===== config.mk =====
export PLATFORM = sky130hd
export DESIGN_NAME = three_phase_lut_scheduler_flat
export DESIGN_NICKNAME = d
export VERILOG_FILES = /design/src/rtl/three_phase_lut_scheduler_if.sv /design/src/rtl/three_phase_lut_scheduler.sv /design/src/flat_wrapper.sv
export SDC_FILE = /design/constraint.sdc
export NUM_CORES = 1
export LEC_CHECK = 0
export BUFFER_PORTS_ARGS = -buffer_cell sky130_fd_sc_hd__buf_2
export CAP_MARGIN = 10
export CORE_MARGIN = 2
export CORE_UTILIZATION = 59
export DETAILED_ROUTE_END_ITERATION = 16
export GPL_TIMING_DRIVEN = 0
export HOLD_SLACK_MARGIN = 0.1
export PLACE_DENSITY = 0.85
export SETUP_SLACK_MARGIN = 0.4
export SLEW_MARGIN = 40
export SYNTH_ARGS = -nofsm -noshare
export SYNTH_HDL_FRONTEND = slang
export SYNTH_SLANG_ARGS = --single-unit

===== constraint.sdc =====
create_clock -name clk -period 5.9 [get_ports clk]
set_clock_uncertainty 0.15 [all_clocks]
set_input_delay 0.59 -clock clk [delete_from_list [all_inputs] [get_ports clk]]
set_output_delay 0.59 -clock clk [all_outputs]
set_load 0.01 [all_outputs]

===== src/rtl/three_phase_lut_scheduler_if.sv =====
// Bus between the three-phase LUT scheduler, the shared sine ROM and the modulator stage.
interface three_phase_lut_scheduler_if #(
    parameter int unsigned DATA_W = 12,
    parameter int unsigned ADDR_W = 14
);
    logic              en;
    logic              rom_rd;
    logic [ADDR_W-1:0] rom_addr;
    logic [DATA_W-1:0] rom_data;
    logic [DATA_W-1:0] out_a;
    logic [DATA_W-1:0] out_b;
    logic [DATA_W-1:0] out_c;
    logic              out_valid;
    logic              busy;

    // Scheduler side.
    modport master (
        input  en,
        input  rom_data,
        output rom_rd,
        output rom_addr,
        output out_a,
        output out_b,
        output out_c,
        output out_valid,
        output busy
    );

    // Environment side: ROM, enable source and sample consumer.
    modport slave (
        output en,
        output rom_data,
        input  rom_rd,
        input  rom_addr,
        input  out_a,
        input  out_b,
        input  out_c,
        input  out_valid,
        input  busy
    );
endinterface


===== src/rtl/three_phase_lut_scheduler.sv =====
// Shares one half-wave sine ROM among three phase channels; one atomic A/B/C update per sample tick.
module three_phase_lut_scheduler #(
    parameter int unsigned LUT_DEPTH = 10000,
    parameter int unsigned DATA_W    = 12,
    parameter int unsigned ADDR_W    = 14,
    parameter int unsigned ROM_LAT   = 1,
    parameter int unsigned TICK_DIV  = 12,
    parameter int unsigned PHASE_OFF = 6667
) (
    input  logic                        clk,
    input  logic                        rst,
    three_phase_lut_scheduler_if.master bus
);
    localparam int unsigned IDX_W  = ADDR_W + 1;
    localparam int unsigned CNT_W  = (TICK_DIV > 1) ? $clog2(TICK_DIV) : 1;
    localparam int unsigned TAG_W  = 4;
    localparam int unsigned TAGS_W = TAG_W * ROM_LAT;

    localparam logic [IDX_W-1:0] IDX_HALF  = IDX_W'(LUT_DEPTH);
    localparam logic [IDX_W-1:0] IDX_LAST  = IDX_W'(2 * LUT_DEPTH - 1);
    localparam logic [IDX_W-1:0] IDX_B_RST = IDX_W'(2 * LUT_DEPTH - PHASE_OFF);
    localparam logic [IDX_W-1:0] IDX_C_RST = IDX_W'(2 * LUT_DEPTH - 2 * PHASE_OFF);
    localparam logic [CNT_W-1:0] CNT_LAST  = CNT_W'(TICK_DIV - 1);
    localparam logic [1:0]       CH_A      = 2'd0;
    localparam logic [1:0]       CH_B      = 2'd1;
    localparam logic [1:0]       CH_C      = 2'd2;

    // Reject configurations where a tick could land mid-sequence or indices cannot be addressed.
    generate
        if (ROM_LAT < 1 || TICK_DIV < 5 + ROM_LAT || (64'(1) << ADDR_W) < 64'(LUT_DEPTH) ||
            PHASE_OFF == 0 || PHASE_OFF > LUT_DEPTH) begin : g_bad_cfg
            $fatal(1, "three_phase_lut_scheduler: illegal parameter combination");
        end
    endgenerate

    typedef enum logic [2:0] {IDLE, RD_A, RD_B, RD_C, WAIT_C, COMMIT} state_t;

    state_t            state_q, state_d;
    logic [CNT_W-1:0]  cnt_q, cnt_d;
    logic [IDX_W-1:0]  idx_a_q, idx_a_d, idx_b_q, idx_b_d, idx_c_q, idx_c_d;
    logic [DATA_W-1:0] shadow_a_q, shadow_a_d, shadow_b_q, shadow_b_d, shadow_c_q, shadow_c_d;
    logic [DATA_W-1:0] out_a_q, out_a_d, out_b_q, out_b_d, out_c_q, out_c_d;
    logic              out_valid_q, out_valid_d;
    logic              rom_rd_q, rom_rd_d;
    logic [ADDR_W-1:0] rom_addr_q, rom_addr_d;
    logic              busy_q, busy_d;
    // Read-tag pipeline: {valid, negate, channel[1:0]} per stage, oldest stage at the top.
    logic [TAGS_W-1:0] tag_q, tag_d;

    logic              tick_c;
    logic              rd_neg_c;
    logic [1:0]        rd_ch_c;
    logic [TAG_W-1:0]  tag_head_c;
    logic [DATA_W-1:0] cap_c;
    logic              c_done_c;

    // Fold a full-wave index onto the half-wave ROM.
    function automatic logic [ADDR_W-1:0] rom_addr_of(input logic [IDX_W-1:0] idx);
        return (idx >= IDX_HALF) ? ADDR_W'(idx - IDX_HALF) : ADDR_W'(idx);
    endfunction

    // Advance an index by one sample, wrapping at the full period.
    function automatic logic [IDX_W-1:0] idx_next(input logic [IDX_W-1:0] idx);
        return (idx == IDX_LAST) ? '0 : idx + IDX_W'(1);
    endfunction

    // Next-state, datapath and registered-output computation.
    always_comb begin
        state_d     = state_q;
        cnt_d       = cnt_q;
        idx_a_d     = idx_a_q;
        idx_b_d     = idx_b_q;
        idx_c_d     = idx_c_q;
        shadow_a_d  = shadow_a_q;
        shadow_b_d  = shadow_b_q;
        shadow_c_d  = shadow_c_q;
        out_a_d     = out_a_q;
        out_b_d     = out_b_q;
        out_c_d     = out_c_q;
        out_valid_d = 1'b0;
        rom_rd_d    = 1'b0;
        rom_addr_d  = '0;
        rd_ch_c     = CH_A;
        rd_neg_c    = 1'b0;

        tick_c = bus.en && (cnt_q == CNT_LAST);
        if (bus.en) begin
            cnt_d = (cnt_q == CNT_LAST) ? '0 : cnt_q + CNT_W'(1);
        end

        // Tag the read issued this cycle so its data is steered and signed on return.
        case (state_q)
            RD_A:    begin rd_ch_c = CH_A; rd_neg_c = (idx_a_q >= IDX_HALF); end
            RD_B:    begin rd_ch_c = CH_B; rd_neg_c = (idx_b_q >= IDX_HALF); end
            RD_C:    begin rd_ch_c = CH_C; rd_neg_c = (idx_c_q >= IDX_HALF); end
            default: ;
        endcase
        tag_d = TAGS_W'(tag_q << TAG_W) | TAGS_W'({rom_rd_q, rd_neg_c, rd_ch_c});

        tag_head_c = tag_q[TAGS_W-1 -: TAG_W];
        cap_c      = tag_head_c[2] ? (DATA_W'(0) - bus.rom_data) : bus.rom_data;
        c_done_c   = tag_head_c[3] && (tag_head_c[1:0] == CH_C);
        if (tag_head_c[3]) begin
            case (tag_head_c[1:0])
                CH_A:    shadow_a_d = cap_c;
                CH_B:    shadow_b_d = cap_c;
                default: shadow_c_d = cap_c;
            endcase
        end

        case (state_q)
            IDLE:    if (tick_c) state_d = RD_A;
            RD_A:    state_d = RD_B;
            RD_B:    state_d = RD_C;
            RD_C:    state_d = WAIT_C;
            WAIT_C:  if (c_done_c) state_d = COMMIT;
            COMMIT: begin
                state_d     = IDLE;
                out_a_d     = shadow_a_q;
                out_b_d     = shadow_b_q;
                out_c_d     = shadow_c_q;
                out_valid_d = 1'b1;
                idx_a_d     = idx_next(idx_a_q);
                idx_b_d     = idx_next(idx_b_q);
                idx_c_d     = idx_next(idx_c_q);
            end
            default: state_d = IDLE;
        endcase

        // ROM strobe and address are registered, so they follow the state being entered.
        case (state_d)
            RD_A:    begin rom_rd_d = 1'b1; rom_addr_d = rom_addr_of(idx_a_q); end
            RD_B:    begin rom_rd_d = 1'b1; rom_addr_d = rom_addr_of(idx_b_q); end
            RD_C:    begin rom_rd_d = 1'b1; rom_addr_d = rom_addr_of(idx_c_q); end
            default: ;
        endcase
        busy_d = (state_d != IDLE);
    end

    // State and output registers; reset also discards any read still in flight.
    always_ff @(posedge clk or posedge rst) begin
        if (rst) begin
            state_q     <= IDLE;
            cnt_q       <= '0;
            idx_a_q     <= '0;
            idx_b_q     <= IDX_B_RST;
            idx_c_q     <= IDX_C_RST;
            shadow_a_q  <= '0;
            shadow_b_q  <= '0;
            shadow_c_q  <= '0;
            out_a_q     <= '0;
            out_b_q     <= '0;
            out_c_q     <= '0;
            out_valid_q <= 1'b0;
            rom_rd_q    <= 1'b0;
            rom_addr_q  <= '0;
            busy_q      <= 1'b0;
            tag_q       <= '0;
        end else begin
            state_q     <= state_d;
            cnt_q       <= cnt_d;
            idx_a_q     <= idx_a_d;
            idx_b_q     <= idx_b_d;
            idx_c_q     <= idx_c_d;
            shadow_a_q  <= shadow_a_d;
            shadow_b_q  <= shadow_b_d;
            shadow_c_q  <= shadow_c_d;
            out_a_q     <= out_a_d;
            out_b_q     <= out_b_d;
            out_c_q     <= out_c_d;
            out_valid_q <= out_valid_d;
            rom_rd_q    <= rom_rd_d;
            rom_addr_q  <= rom_addr_d;
            busy_q      <= busy_d;
            tag_q       <= tag_d;
        end
    end

    assign bus.rom_rd    = rom_rd_q;
    assign bus.rom_addr  = rom_addr_q;
    assign bus.out_a     = out_a_q;
    assign bus.out_b     = out_b_q;
    assign bus.out_c     = out_c_q;
    assign bus.out_valid = out_valid_q;
    assign bus.busy      = busy_q;
endmodule


===== src/flat_wrapper.sv =====
// flat-port wrapper written by rule: the top's interface ports become plain ports
module three_phase_lut_scheduler_flat 
#(
    parameter int unsigned LUT_DEPTH = 10000,
    parameter int unsigned DATA_W    = 12,
    parameter int unsigned ADDR_W    = 14,
    parameter int unsigned ROM_LAT   = 1,
    parameter int unsigned TICK_DIV  = 12,
    parameter int unsigned PHASE_OFF = 6667
)
  (clk, rst, bus_en, bus_rom_data, bus_rom_rd, bus_rom_addr, bus_out_a, bus_out_b, bus_out_c, bus_out_valid, bus_busy);
  three_phase_lut_scheduler_if #(.DATA_W(DATA_W), .ADDR_W(ADDR_W)) bus_i ();
  input  logic clk;
  input  logic rst;
  input wire logic [$bits(bus_i.en)-1:0] bus_en;
  input wire logic [$bits(bus_i.rom_data)-1:0] bus_rom_data;
  output wire logic [$bits(bus_i.rom_rd)-1:0] bus_rom_rd;
  output wire logic [$bits(bus_i.rom_addr)-1:0] bus_rom_addr;
  output wire logic [$bits(bus_i.out_a)-1:0] bus_out_a;
  output wire logic [$bits(bus_i.out_b)-1:0] bus_out_b;
  output wire logic [$bits(bus_i.out_c)-1:0] bus_out_c;
  output wire logic [$bits(bus_i.out_valid)-1:0] bus_out_valid;
  output wire logic [$bits(bus_i.busy)-1:0] bus_busy;
  assign bus_i.en = bus_en;
  assign bus_i.rom_data = bus_rom_data;
  assign bus_rom_rd = bus_i.rom_rd;
  assign bus_rom_addr = bus_i.rom_addr;
  assign bus_out_a = bus_i.out_a;
  assign bus_out_b = bus_i.out_b;
  assign bus_out_c = bus_i.out_c;
  assign bus_out_valid = bus_i.out_valid;
  assign bus_busy = bus_i.busy;
  three_phase_lut_scheduler #(.LUT_DEPTH(LUT_DEPTH), .DATA_W(DATA_W), .ADDR_W(ADDR_W), .ROM_LAT(ROM_LAT), .TICK_DIV(TICK_DIV), .PHASE_OFF(PHASE_OFF)) u_core (.clk(clk), .rst(rst), .bus(bus_i));
endmodule

==> results of run 1 <==
==> cell families after synthesis <==
| kind of cell | after synthesis |
|---|---|
| fa+ha+maj | 17 |
| xor+xnor | 66 |
| flops | 145 |
| simple gates | 338 |
| buf+inv | 78 |
| mux | 9 |
| compound gates | 126 |
==> cells in the mapped netlist (4+ instances only) <==
cell        n  area share
mux2i_1     4      0.0056
and4_1      5      0.0061
dfrtp_1   134        0.47
clkbuf_1   42       0.022
or4_1       4      0.0042
o21ai_0    42       0.029
a21oi_1    31       0.022
o22ai_1     7      0.0061
or3_1       5      0.0044
a222oi_1    4      0.0056
and2_1      7      0.0061
dfstp_2    11       0.040
inv_1      33       0.017
ha_1       17       0.030
nand2_1   168       0.088
nand4_1     9      0.0079
nand3_1    32       0.022
mux2_2      5      0.0079
a22oi_1     6      0.0063
and3_1      8      0.0070
xor2_1     36       0.044
nor2_1     65       0.034
nor3_1      8      0.0056
nor3b_1     4      0.0042
xnor2_1    29       0.035
nor2b_1     5      0.0044
nor4b_1     5      0.0061
o221ai_1    4      0.0049
==> worst reg2reg max path, stage by stage, from the launching register on <==
cell and delay, ns:
dfrtp_1 0.32, clkbuf_1 0.29, nand3b_1 0.34, inv_1 0.33
buf_1 0.43, buf_1 0.46, nand2_1 0.17, nand2_1 0.09
==> cell type report <==
cell class	instances	area, um2	share of cell area
Clock buffer	19	453	0.0540
Timing Repair Buffer	69	373	0.0445
Tap cell	147	184	0.0219
Clock inverter	13	200	0.0239
Sequential cell	145	3640	0.434
Inverter	33	131	0.0157
Multi-Input combinational cell	556	3230	0.385
Buffer	45	170	0.0203
==> sequential cells by signal (all words and copies together) (netlist names), 4 cells and up <==
register and count:
u_core.idx_c_q 15, u_core.bus.out_a 12, u_core.shadow_c_q 12, u_core.bus.out_c 12
u_core.shadow_b_q 12, u_core.tag_head_c 4, u_core.idx_a_q 15, u_core.idx_b_q 15
u_core.cnt_q 4, u_core.bus.out_b 12, u_core.bus.rom_addr 14, u_core.shadow_a_q 12
==> power by group <==
part / total, mW / internal [mW] / switching [mW]
sequential: 1.53 / 1.32 / 0.210
clock: 1.18 / 0.741 / 0.444
combinational: 0.867 / 0.332 / 0.535
==> path summary, 6_finish.rpt <==
check / from / end / cells past startpoint
max: u_core.state_q[0]$_DFF_PP0_ / u_core.bus.out_a[10]$_DFFE_PP0P_ / 7
min: u_core.bus.rom_rd$_DFF_PP0_ / u_core.tag_head_c[3]$_DFF_PP0_ / 0
max reg2reg: u_core.state_q[0]$_DFF_PP0_ / u_core.bus.out_a[10]$_DFFE_PP0P_ / 7
min reg2reg: u_core.bus.rom_rd$_DFF_PP0_ / u_core.tag_head_c[3]$_DFF_PP0_ / 0
max in group asynchronous: rst / u_core.idx_b_q[12]$_DFFE_PP1P_ / 4
min in group asynchronous: rst / u_core.cnt_q[3]$_DFFE_PP0P_ / 3
==> what timing repair did <==
| action | in CTS | in global routing |
|---|---|---|
| gates resized for setup | 0 | 0 |
| endpoints found under the hold margin | 65 | 0 |
| hold buffers | 1 | 0 |
==> stage by stage <==
step	setup WS, ns	power [mW]	std cells	utilization
after floorplan	1.28	2.04	779	-
after global placement	-0.132	2.32	993	0.645
after detailed placement	3.19	2.37	994	0.648
after CTS	3.24	3.58	1027	0.704
after global routing	3.04	3.77	1027	0.704
final	3.24	3.58	1027	0.704
==> metal layers <==
layer	wire, um	share of wire	GRT usage
met5	0	0	0
met4	288	0.017	0.103
met3	1060	0.061	0.0635
met2	8720	0.50	0.465
met1	7370	0.42	0.367
==> impl_metrics.tcl, run 1 <==
set metrics [dict create \
    io_buffer_count 67 \
    cts.path.max_buffers 2 \
    io_pins 68 \
    cp.arrival_ns 2.87 \
    critical-path-slowest-cell "buf_1" \
    synthAdderAreaFrac 0.0297 \
    start_kind "flop" \
    ir_worst_vdd_uv 254 \
    core_mm2 0.0119 \
    r2r_slack_ns 3.24 \
    drtPass1Iterations 5 \
    die_area_mm2 0.0130 \
    maxCapViolations 0 \
    cts-htree-levels 4 \
    place.gp.congestion 0.906 \
    min_period_ns 2.66 \
    synth-edff-count 0 \
    rows 40 \
    clock_sinks 145 \
    overflow 0 \
    antenna_found_initial 0 \
    path_max_fanout 10 \
    setup_viol 0 \
    muxShareOfSynthArea 0.0134 \
    slew_headroom 0.412 \
    seq_area_frac_synth 0.508 \
    grt_pass1_wl_mm 28.8 \
    grt_max_degree 81 \
    routed-via-count 6028 \
    drt_iter0_drc 619 \
    synth_top_family_by_area "simple AND/OR/NAND/NOR gates" \
    synthToLayoutAreaGrowth_pct 17.0 \
    run_status "complete, no violations" \
    worst_pin_slew_ns 0.880 \
    tns_ns 0 \
    fin_nets 899 \
    post_cts_buffers 0 \
    finalCritPeriodShare 0.451 \
    syn-cell-area_mm2 0.00717 \
    p_per_area_mw_per_mm2 427 \
    synth_compound_area_frac 0.111 \
    ant_nets 0 \
    clkLatencyLatePin_ns 0.43 \
    final_max_slew_viol_count 0 \
    wl_per_cell_um 17.0 \
    fmax_mhz 376 \
    detailedPlacementHpwl_mm 11.6 \
    synth_area_per_cell_um2 9.20 \
    ys_async_sr_fraction 1.00 \
    crit_chain "clkbuf_1 > nand3b_1 > inv_1 > buf_1 > buf_1 > nand2_1 > nand2_1" \
    final_cell_mix "nand2_1 (168), dfrtp_1 (134), buf_2 (68)" \
    die_w_um 114 \
    rsz0062_at_grt "false" \
    cts_root_buf "clkbuf_16" \
    syn-num-nets 811 \
    grt_usage 0.282 \
    hold_class "flop to flop" \
    antennaDiodeCount 0 \
    cts_tree "done" \
    dpl_cell_area_mm2 0.00772 \
    route.detailed.drc 0 \
    crit_family "buffers and inverters" \
    crit_buf_inv 4 \
    yosys_warnings 0 \
    routed_wl_mm 17.4 \
    slowest_delay_ns 0.46 \
    n_fill_cell 867 \
    power_leakage_nw 3.96 \
    layout-drive-gt1-share 0.143 \
    synth-seq-cells 145 \
    grt_pass1_vias 5918 \
    dieHeight_um 114 \
    yosysUniqueCellTypes 61 \
    start_util 0.602 \
    netlist_instances 779 \
    hold_slack_ns 0.250 \
    cp-end-kind "flop" \
    synthXorXnorAreaFrac 0.0817 \
    hold_viol 0 \
    numCtsBuffers 17 \
    crit_required_ns 6.11 \
    final_common_cell "nand2_1" \
    final_area_mm2 0.00838 \
    crit_type "flop to flop" \
    synthSimpleGateAreaFrac 0.215 \
    clk_pin_slew_ns 0.07 \
    vias_per_cell 5.87 \
    synth_top_flop_cell "dfrtp_1" \
]
Note: power is estimated with default switching activity, not from simulation.
==> run 2: changes to the inputs <==
- clock period: 5.9 -> 2.5 ns (I/O delays scaled with it)
==> run 2 against run 1 <==
Net effect:
- largest power group unchanged
- combinational power rose to 2.8 times the previous value
- sequential cell count unchanged
- cell area up 13%
- critical path depth unchanged
- largest cell class is now multi-input combinational cells
- die area unchanged
==> impl_metrics.tcl, run 2 (same netlist as run 1, synthesis figures left out) <==
set metrics [dict create \
    crit_type "flop to flop" \
    antennaDiodeCount 0 \
    overflow 0 \
    cp-end-kind "flop" \
    io_buffer_count 67 \
    power_mw 8.71 \
    fmax_mhz 411 \
    maxCapViolations 0 \
    layout_setup_ws_ns 0.0682 \
    grt_pass1_wl_mm 33.1 \
    grt_usage 0.328 \
    cts_root_buf "clkbuf_16" \
    cts.path.max_buffers 2 \
    final_cells 1076 \
    slew_headroom 0.520 \
    grt_max_degree 28 \
    n_fill_cell 622 \
    drtPass1Iterations 6 \
    clock_sinks 145 \
    placed_cells 999 \
    ant_nets 0 \
    cts-htree-levels 4 \
    vias_per_cell 6.48 \
    io_pins 68 \
    swShare 0.358 \
    rsz0062_at_grt "true" \
    path_max_fanout 4 \
    run_status "complete, no violations" \
    final_common_cell "nand2_1" \
    routed-via-count 6969 \
    final_max_slew_viol_count 0 \
    die_area_mm2 0.0130 \
    dieHeight_um 114 \
    start_kind "flop" \
    switchingPower_mw 3.12 \
    worst_pin_slew_ns 0.721 \
    hold_class "primary input to flop" \
    rows 40 \
    setup_viol 0 \
    layout-drive-gt1-share 0.308 \
    place.gp.congestion 0.878 \
    grt_pass1_vias 6570 \
    start_util 0.602 \
    crit_required_ns 2.64 \
    route.detailed.drc 0 \
    drt_iter0_drc 1061 \
    ir_worst_vdd_uv 581 \
    min_period_ns 2.43 \
    finalCritPeriodShare 0.973 \
    power_frac_seq 0.419 \
    die_w_um 114 \
    synthToLayoutAreaGrowth_pct 31.8 \
    power_leakage_nw 4.39 \
    top_regs "u_core.idx_a_q (15), u_core.idx_b_q (15), u_core.idx_c_q (15)" \
    r2r_slack_ns 0.07 \
    clk_pin_slew_ns 0.07 \
    power.internal_mw 5.59 \
    power_frac_comb 0.280 \
    place_ws_ns 0.00809 \
    detailedPlacementHpwl_mm 12.2 \
    core_mm2 0.0119 \
    cts_tree "done" \
    cp.arrival_ns 2.58 \
    final_cell_mix "nand2_1 (166), dfrtp_1 (131), buf_2 (71)" \
    tns_ns 0 \
    p_per_area_mw_per_mm2 922 \
    hold_viol 0 \
    antenna_found_initial 0 \
    numCtsBuffers 17 \
    wl_per_cell_um 21.6 \
    clkLatencyLatePin_ns 0.45 \
    hold_slack_ns 0.125 \
    p_clk_frac 0.301 \
    routed_wl_mm 23.2 \
    fin_nets 948 \
]
==> run 2: cell count changes in the layout (fill, tap and decap cells not counted), moves of 12 or more <==
cell | previous run | this run
buf_4 | 0 | 33
clkbuf_1 | 42 | 20
clkbuf_2 | 0 | 16
nor2_1 | 65 | 53
o21ai_0 | 42 | 26
o21ai_1 | 1 | 15
==> run 2: power groups by stage <==
stage               combinational (mW)  clock [mW]  sequential, mW
floorplan                         1.13           0            3.69
global placement                  1.90           0            3.58
detailed placement                2.01           0            3.62
CTS                               2.19        2.57            3.60
global route                      2.66        2.69            3.71
finish                            2.44        2.62            3.65
==> run 2: stage by stage <==
step                      area [um2]  utilization
after floorplan                 7190            -
after CTS                       9010        0.756
final                           9450        0.793
after global routing            9450        0.793
after global placement          7710        0.647
after detailed placement        7860        0.660
==> run 2: critical path: stages (launching register included) <==
cell and delay [ns]:
dfstp_2 0.61, ha_4 0.16, nor4b_4 0.31, nand3_1 0.17, a31oi_1 0.20, o21ai_1 0.10
xor2_1 0.41, o221ai_1 0.17
==> run 2: worst paths after layout <==
check	from	endpoint	depth (start not counted)
worst max register to register	u_core.idx_b_q[4]$_DFFE_PP1P_	u_core.bus.rom_addr[7]$_DFF_PP0_	7
max in group asynchronous	rst	u_core.idx_b_q[12]$_DFFE_PP1P_	5
worst min-delay path	bus_rom_data[7]	u_core.shadow_c_q[7]$_DFFE_PP0P_	3
min in group asynchronous	rst	u_core.tag_head_c[3]$_DFF_PP0_	3
worst max-delay path	u_core.idx_b_q[4]$_DFFE_PP1P_	u_core.bus.rom_addr[7]$_DFF_PP0_	7
worst min register to register	u_core.bus.rom_rd$_DFF_PP0_	u_core.tag_head_c[3]$_DFF_PP0_	0
==> run 2: routing by layer <==
layer  part of all wire  GRT usage
met2               0.48      0.542
met3              0.095     0.0842
met4              0.076      0.159
met5                  0          0
met1               0.35      0.402
==> run 2: final cells by class <==
class / instances / area, um2 / share of cell area
Buffer: 45 / 234 / 0.0248
Clock buffer: 19 / 443 / 0.0469
Clock inverter: 13 / 151 / 0.0160
Inverter: 33 / 130 / 0.0138
Multi-Input combinational cell: 557 / 3800 / 0.403
Sequential cell: 145 / 3650 / 0.386
Tap cell: 147 / 184 / 0.0195
Timing Repair Buffer: 117 / 853 / 0.0903
==> run 2: what timing repair did <==
item | CTS | global route
setup buffers | 19 | 16
resized for setup | 93 | 96
hold buffers | 9 | 0
hold endpoints to repair | 86 | 0
gates cloned | 1 | 0
pin swaps | 16 | 33
endpoints found under the setup margin | 90 | 80
==> run 3: changes to the inputs <==
- CELL_PAD_IN_SITES_DETAIL_PLACEMENT: not set -> 1
- CELL_PAD_IN_SITES_GLOBAL_PLACEMENT: not set -> 2
- CORE_UTILIZATION: 59 -> 37
- CTS_CLUSTER_SIZE: not set -> 28
==> run 3 against run 2 <==
Net effect:
- fmax up 6.7%
- sequential power is 1% lower
- non-clock buffer count is 8 lower
- count of clock-buffer cells in the layout decreased by 2
- cell count grew 9.8%
- register-to-register slack improved by 0.15 ns
- utilization decreased by 29 points
- die area up 57%
- total power fell by 2.0%
- first-iteration DRC count shrank 68%
- setup slack better by 0.15 ns
- sequential cell count stayed put
- critical endpoint is now u_core.idx_c_q[6]$_DFFE_PP0P_
==> impl_metrics.tcl, run 3 (same netlist as run 1, synthesis figures left out) <==
set metrics [dict create \
    run_status "complete, no violations" \
    clock_sinks 145 \
    clkLatencyLatePin_ns 0.42 \
    worst_pin_slew_ns 0.551 \
    final_area_mm2 0.00948 \
    hold_viol 0 \
    dpl_cell_area_mm2 0.00799 \
    setup_viol 0 \
    hold_class "primary input to flop" \
    rows 50 \
    reg2reg_from "u_core.idx_c_q[5]$_DFFE_PP0P_" \
    r2r_slack_ns 0.22 \
    die_area_mm2 0.0205 \
    fin_nets 940 \
    layout-drive-gt1-share 0.294 \
    cp-end-kind "flop" \
    grt_max_degree 26 \
    maxCapViolations 0 \
    cts.path.max_buffers 2 \
    vias_per_cell 5.17 \
    critical-path-slowest-cell "or4_4" \
    crit_required_ns 2.65 \
    cts_tree "done" \
    dieHeight_um 143 \
    cp_common_cell "o21ai_1" \
    path_max_fanout 3 \
    place.gp.congestion 0.799 \
    ir_worst_vdd_uv 505 \
    antennaDiodeCount 0 \
    hold_start "bus_rom_data[8]" \
    drt_iter0_drc 335 \
    cts-htree-levels 4 \
    ant_nets 0 \
    reg2reg_to "u_core.idx_c_q[6]$_DFFE_PP0P_" \
    start_util 0.381 \
    wl_per_cell_um 18.8 \
    routed_wl_mm 22.1 \
    finalCritPeriodShare 0.912 \
    power_mw 8.54 \
    grt_pass1_vias 6514 \
    cp.arrival_ns 2.43 \
    r2r_cells 9 \
    core_mm2 0.0188 \
    routed-via-count 6109 \
    grt_pass1_wl_mm 35.2 \
    final_cell_mix "nand2_1 (166), dfrtp_1 (130), buf_2 (73)" \
    cts_root_buf "clkbuf_16" \
    detailedPlacementHpwl_mm 14.6 \
    final_common_cell "nand2_1" \
    hold_slack_ns 0.123 \
    die_w_um 143 \
    top_regs "u_core.idx_a_q (15), u_core.idx_b_q (15), u_core.idx_c_q (15)" \
    p_per_area_mw_per_mm2 901 \
    slowest_delay_ns 0.51 \
    final_max_slew_viol_count 0 \
    drtPass1Iterations 6 \
    n_fill_cell 2154 \
    numCtsBuffers 17 \
    start_kind "flop" \
    route.detailed.drc 0 \
    fmax_mhz 439 \
    io_buffer_count 67 \
    crit_buf_inv 2 \
    io_pins 68 \
    rsz0062_at_grt "true" \
    holdPathEnd "u_core.shadow_c_q[8]$_DFFE_PP0P_" \
    synthToLayoutAreaGrowth_pct 32.2 \
    crit_chain "inv_2 > ha_4 > nor4b_4 > nand2_2 > or4_4 > buf_8 > a21boi_1 > o21ai_1 > o21ai_1" \
    power_leakage_nw 4.36 \
    min_path_cells 3 \
    crit_type "flop to flop" \
    clk_pin_slew_ns 0.07 \
    antenna_found_initial 0 \
    grt_usage 0.222 \
    crit_family "simple AND/OR/NAND/NOR gates" \
    overflow 0 \
    tns_ns 0 \
    slew_headroom 0.622 \
    min_period_ns 2.28 \
]
run 3: final cells by class:
| cell class | instances | area (um2) | area share |
|---|---|---|---|
| Sequential cell | 145 | 3650 | 0.385 |
| Multi-Input combinational cell | 557 | 3740 | 0.395 |
| Tap cell | 260 | 325 | 0.0343 |
| Timing Repair Buffer | 109 | 801 | 0.0845 |
| Clock inverter | 15 | 163 | 0.0172 |
| Inverter | 33 | 130 | 0.0137 |
| Buffer | 45 | 240 | 0.0254 |
| Clock buffer | 17 | 425 | 0.0449 |
run 3: routing by layer:
layer  global-route usage  routed length (um)
met3               0.0429                 913
met5                    0                   0
met4               0.0719                 347
met2                0.369               11200
met1                0.292                9720
run 3: per-stage QoR:
stage | instances | utilization | setup slack, ns
final | 1181 | 0.503 | 0.220
after global routing | 1181 | 0.503 | 0.145
after detailed placement | 1112 | 0.424 | -0.132
after CTS | 1175 | 0.490 | 0.311
after floorplan | 779 | - | 0.290
after global placement | 1106 | 0.417 | -0.733
run 3: how the worst max path moves through the flow:
stage,slack [ns],from,endpoint,cells past startpoint
after floorplan,0.29,rst,u_core.bus.busy$_DFF_PP0_,1
after global placement,-0.73,rst,u_core.idx_b_q[8]$_DFFE_PP0P_,2
after detailed placement,-0.13,u_core.state_q[0]$_DFF_PP0_,u_core.bus.out_a[10]$_DFFE_PP0P_,7
after CTS,0.31,u_core.idx_c_q[1]$_DFFE_PP1P_,u_core.idx_c_q[6]$_DFFE_PP0P_,8
after global routing,0.14,u_core.idx_c_q[5]$_DFFE_PP0P_,u_core.bus.rom_addr[10]$_DFF_PP0_,10
final,0.22,u_core.idx_c_q[5]$_DFFE_PP0P_,u_core.idx_c_q[6]$_DFFE_PP0P_,9
run 3: repair_timing:
item	in CTS	in global routing
resized for setup	114	67
setup buffers	24	6
cloned	1	0
endpoints found under the hold margin	87	0
pin swaps	30	25
hold buffers	6	0
endpoints found under the setup margin	92	75
run 3: report_power, final:
group	leakage, nW	internal, mW	total (mW)	switching (mW)
combinational	2.28	0.983	2.36	1.38
sequential	1.79	3.12	3.61	0.492
clock	0.283	1.42	2.57	1.15
total	4.36	5.52	8.54	3.02
run 3: worst register-to-register path: stages, from the launching register on:
cell	delay [ns]
dfrtp_2	0.43
inv_2	0.09
ha_4	0.13
nor4b_4	0.26
nand2_2	0.10
or4_4	0.51
buf_8	0.15
a21boi_1	0.12
o21ai_1	0.14
o21ai_1	0.10
